`src/rtl/cvxif_instr_pkg.sv`:
```
// cvxif_instr_pkg: shared CV-X-IF coprocessor constants
package cvxif_instr_pkg;
    localparam int unsigned CvxifResultDepth = 4;
endpackage

```
`src/rtl/cvxif_result_buffer_fifo.sv`:
```
// cvxif_result_buffer_fifo: in-order result storage with pointer and occupancy tracking
module cvxif_result_buffer_fifo #(
    parameter int unsigned Depth = 4,
    parameter type dtype = logic,
    localparam int unsigned PtrW = $clog2(Depth),
    localparam int unsigned CntW = $clog2(Depth + 1)
) (
    input  logic            clk_i,
    input  logic            rst_ni,
    input  logic            push_i,
    input  logic            pop_i,
    input  dtype            data_i,
    output dtype            data_o,
    output logic            empty_o,
    output logic            full_o,
    output logic [CntW-1:0] count_o
);
    logic [PtrW-1:0] wptr_q, rptr_q;
    logic [CntW-1:0] cnt_q;
    logic do_push, do_pop;
    dtype mem_q [Depth];

    assign empty_o = cnt_q == '0;
    assign full_o  = cnt_q == CntW'(Depth);
    assign count_o = cnt_q;
    assign data_o  = mem_q[rptr_q];
    assign do_pop  = pop_i && !empty_o;
    // a pop frees the slot in the same cycle, so a push at full is accepted when paired with a pop
    assign do_push = push_i && (!full_o || do_pop);

    always_ff @(posedge clk_i or negedge rst_ni) begin
        if (!rst_ni) begin
            wptr_q <= '0;
            rptr_q <= '0;
            cnt_q  <= '0;
        end else begin
            wptr_q <= wptr_q + PtrW'(do_push);
            rptr_q <= rptr_q + PtrW'(do_pop);
            cnt_q  <= cnt_q + CntW'(do_push) - CntW'(do_pop);
        end
    end

    always_ff @(posedge clk_i) begin
        if (do_push) mem_q[wptr_q] <= data_i;
    end
endmodule

```
`src/rtl/cvxif_result_buffer.sv`:
```
// cvxif_result_buffer: buffers single-cycle execution results for the CV-X-IF result handshake,
// with credit-based issue throttling and a sticky overflow flag
module cvxif_result_buffer
    import cvxif_instr_pkg::*;
#(
    parameter int unsigned Depth = CvxifResultDepth,
    parameter int unsigned XLEN = 32,
    parameter type hartid_t = logic,
    parameter type id_t = logic
) (
    input  logic            clk_i,
    input  logic            rst_ni,
    input  logic            issue_fire_i,
    output logic            issue_ready_o,
    input  logic            valid_i,
    input  logic [XLEN-1:0] result_i,
    input  hartid_t         hartid_i,
    input  id_t             id_i,
    input  logic [4:0]      rd_i,
    input  logic            we_i,
    output logic            result_valid_o,
    input  logic            result_ready_i,
    output logic [XLEN-1:0] result_data_o,
    output hartid_t         result_hartid_o,
    output id_t             result_id_o,
    output logic [4:0]      result_rd_o,
    output logic            result_we_o,
    output logic            overflow_o
);
    localparam int unsigned CntW = $clog2(Depth + 1);
    localparam int unsigned SumW = CntW + 1;

    typedef struct packed {
        logic [XLEN-1:0] data;
        hartid_t         hartid;
        id_t             id;
        logic [4:0]      rd;
        logic            we;
    } entry_t;

    entry_t in_d, head, head_out;
    logic empty, full, pop;
    logic [CntW-1:0] count;
    logic inflight_q, overflow_q;

    assign in_d = {result_i, hartid_i, id_i, rd_i, we_i};

    cvxif_result_buffer_fifo #(
        .Depth(Depth),
        .dtype(entry_t)
    ) i_fifo (
        .clk_i  (clk_i),
        .rst_ni (rst_ni),
        .push_i (valid_i),
        .pop_i  (pop),
        .data_i (in_d),
        .data_o (head),
        .empty_o(empty),
        .full_o (full),
        .count_o(count)
    );

    assign result_valid_o = !empty;
    assign pop            = result_valid_o && result_ready_i;
    // an issued instruction returns its result exactly one cycle later, so it holds a credit until then
    assign issue_ready_o  = ({1'b0, count} + SumW'(inflight_q)) < SumW'(Depth);
    assign overflow_o     = overflow_q;

    always_ff @(posedge clk_i or negedge rst_ni) begin
        if (!rst_ni) begin
            inflight_q <= 1'b0;
            overflow_q <= 1'b0;
        end else begin
            inflight_q <= issue_fire_i;
            overflow_q <= overflow_q | (valid_i & full & ~pop);
        end
    end

    assign head_out        = result_valid_o ? head : '0;
    assign result_data_o   = head_out.data;
    assign result_hartid_o = head_out.hartid;
    assign result_id_o     = head_out.id;
    assign result_rd_o     = head_out.rd;
    assign result_we_o     = head_out.we;
endmodule
```
`config.mk`:
```
export PLATFORM = sky130hd
export DESIGN_NAME = cvxif_result_buffer
export DESIGN_NICKNAME = d
export VERILOG_FILES = /design/src/rtl/cvxif_instr_pkg.sv /design/src/rtl/cvxif_result_buffer_fifo.sv /design/src/rtl/cvxif_result_buffer.sv
export SDC_FILE = /design/constraint.sdc
export NUM_CORES = 1
export LEC_CHECK = 0
export CELL_PAD_IN_SITES_DETAIL_PLACEMENT = 1
export CELL_PAD_IN_SITES_GLOBAL_PLACEMENT = 1
export CORE_MARGIN = 2
export CORE_UTILIZATION = 40
export DETAILED_ROUTE_END_ITERATION = 10
export PLACE_DENSITY = 0.79
export SETUP_SLACK_MARGIN = 0.05
export SYNTH_ARGS = -nofsm -noshare
export SYNTH_HDL_FRONTEND = slang
export SYNTH_SLANG_ARGS = --single-unit
export TNS_END_PERCENT = 30
```
`constraint.sdc`:
```
create_clock -name clk_i -period 4 [get_ports clk_i]
set_clock_uncertainty 0.05 [all_clocks]
set_input_delay 0.8 -clock clk_i [delete_from_list [all_inputs] [get_ports clk_i]]
set_output_delay 0.8 -clock clk_i [all_outputs]
set_load 0.01 [all_outputs]
```
==> results.cfg <==
[status]
status = finished, final reports clean

[floorplan]
core-area_um2 = 15900
row_count = 46
die_area_um2 = 17400
initial_core_util_pct = 41.0
die_width_um = 132
top_level_ports = 88
die_height_um = 132

[cells_and_area]
syn_to_final_growth_pct = 25.2
diodes = 0
nNetsFinal = 439
nFillCells = 1442
drive_gt1_share_pct = 19.2
fin_util_pct = 51.3

[global_route]
grt.met1_usage_pct = 18.2
grtUsageMet2_pct = 28.1
track_usage_pct = 15.5
grt_antenna_before_repair = 0
grt_pass1_wl_mm = 20.1
grt_busiest_layer = met2
overflow = 0
grt_max_degree = 44
grt_use_met3_pct = 3.27
grt_pass1_vias = 3533

[logic_synthesis]
ys_seq_area_share_pct = 77.0
yosysTopAreaCell = edfxtp_1
postSynthCellCount = 291
syn_area_per_cell_um2 = 22.4
synth_area_leaders = edfxtp_1 74%, mux4_2 13%, and2_1 3.8%, dfrtp_1 3.4%, buf_12 1.2%
synth_fp_nets = 340
synth_top_cell_area_share_pct = 73.6
ys_ff_latch = 169
yosysWarnings = 0
synthesis.area_um2 = 6530
yosysUniqueCellTypes = 28

[placement]
portBuffers = 87
hpwl_mm = 7.80
gp_congestion = 0.709
dpl_worst_slack_ns = 0.794

[pwr]
p_clk_share_pct = 24.3
p_per_area_nw_per_um2 = 764
power.switching_uw = 1740
p_sw_share_pct = 27.9
intPower_uw = 4510
pwr-share-comb_pct = 33.9
power_frac_seq_pct = 41.8
vdd_drop_max_mv = 0.356
p_leak_uw = 0.00268

[setup_path]
endpoint_kind = primary output
cp.arrival_ns = 2.74
path_class = flop to primary output
cp_data_required_time_ns = 3.15
critical_path.max_fanout = 30
crit_path_start_kind = flop

[clock_tree]
htree_levels = 4
clk_pin_slew_ns = 0.06
postCtsSetupBuffers = 0
cts_tree = done
cts_hold_buf = 0
clockBufferDepth = 2
insertion_delay_ns = 0.41
cts.sinks = 169
cts-root-buf = clkbuf_16
cts-resized-gates = 0
cts-buffers-inserted = 17

[timing]
tightestPinTransition_ns = 0.785
setup_ws_ns = 0.413
grt_setup_unrepaired = no
slew_headroom_pct = 47.7
min_period_ns = 3.59
fmax_ghz = 0.279
hold_viol_final = 0
maxSlewViolCount = 0
fin_crit_sh_pct = 89.7
setup-violations-final = 0

[route]
routed_via_density = 5.00
ant_nets = 0
drc_errors = 0
routed_wirelength_mm = 12.6
firstDrtPassIters = 6
routedWlPerCell_um = 20.4
drt_iter0_markers = 156
vias = 3089

[min_path]
hp-class = flop to flop

[run]
max-cap-violations = 0
[layer usage]
layer / share of wire [%] / routed length [um] / vias to the layer above
met1: 40 / 5040 / 1619
met5: 0 / 0 / -
met4: 1.8 / 233 / 0
met2: 55 / 6890 / 84
li1: - / - / 1370
met3: 3.5 / 444 / 16
[placed cells by master, fill, tap and decap left out, drive strengths merged, types with 2 or more instances in the layout]
| cell type | instances |
|---|---|
| clkinv | 6 |
| buf | 8 |
| nor3b | 2 |
| xnor2 | 2 |
| bufinv | 2 |
| a21o | 2 |
| inv | 4 |
| ha | 3 |
| xor2 | 2 |
| clkdlybuf4s50 | 87 |
| edfxtp | 160 |
| dfrtp | 9 |
| clkbuf | 21 |
| and2 | 40 |
| mux4 | 40 |
[path summary, 6_finish.rpt]
kind,depth (start not counted),to,startpoint,slack [ns]
setup / recovery,4,result_data_o[20],i_fifo.rptr_q[0],0.41
hold / removal,1,overflow_o,overflow_o,0.41
setup reg to reg,7,i_fifo.count_o[1],i_fifo.count_o[1],1.46
hold reg to reg,1,overflow_o,overflow_o,0.41
max in group asynchronous,1,i_fifo.rptr_q[0],rst_ni,2.90
min in group asynchronous,1,overflow_o,rst_ni,0.65
[area by class of cell]
cell class	instances	area [um2]	area share (%)
Timing Repair Buffer	95	943	11.5
Inverter	3	11.3	0.138
Sequential cell	169	5030	61.6
Clock inverter	10	103	1.25
Multi-Input combinational cell	104	1370	16.8
Tap cell	216	270	3.31
Clock buffer	21	440	5.39
[power groups by stage]
| stage | sequential (uW) | clock, uW | combinational [uW] |
|---|---|---|---|
| after floorplan | 2470 | 0 | 1370 |
| after global placement | 2620 | 0 | 2120 |
| after detailed placement | 2670 | 0 | 2150 |
| after CTS | 2630 | 1550 | 2170 |
| after global routing | 2670 | 1620 | 2280 |
| final | 2610 | 1520 | 2120 |
[cells in the mapped netlist (all sizes together)]
cell	number
a21o	2
and2	40
and3	1
buf	10
clkbuf	5
dfrtp	9
edfxtp	160
fa	1
ha	3
inv	3
mux2i	1
mux4	40
nand2	1
nand2b	1
nand3	1
nand4	1
nor2	1
nor3	1
nor3b	2
nor4b	1
o21a	1
o21ai	1
or3	1
xnor2	2
xor2	2
[critical path: stages (launching register included)]
cell and delay (ns):
dfrtp_4 0.82, buf_4 0.30, mux4_2 0.54, and2_1 0.18
clkdlybuf4s50_1 0.48
[metrics by stage]
stage	hold WS (ns)	instance area, um2	total power (uW)	cells	TNS [ns]
2_1_floorplan	0.438	6530	3840	291	-56.71
3_3_place_gp	0.391	7630	4740	587	0
3_5_place_dp	0.399	7630	4820	587	0
4_1_cts	0.412	8180	6360	618	0
5_1_grt	0.441	8180	6560	618	0
6_report	0.407	8180	6250	618	0
[cells by family after synthesis]
group	share of synthesized area, %
XOR/XNOR	0.536
AO/OA/AOI/OAI	0.421
buffers and inverters	2.24
adder cells (fa/ha/maj)	0.881
flip-flops	77.0
AND/OR/NAND/NOR	4.85
multiplexers	14.1
[sequential cells by signal, summed over array words and instances (netlist names)]
name and flops:
i_fifo.wptr_q 2, i_fifo.count_o 3, i_fifo.mem_q 160, overflow_o 1, inflight_q 1, i_fifo.rptr_q 2
Power figures use the tool's default switching activity.
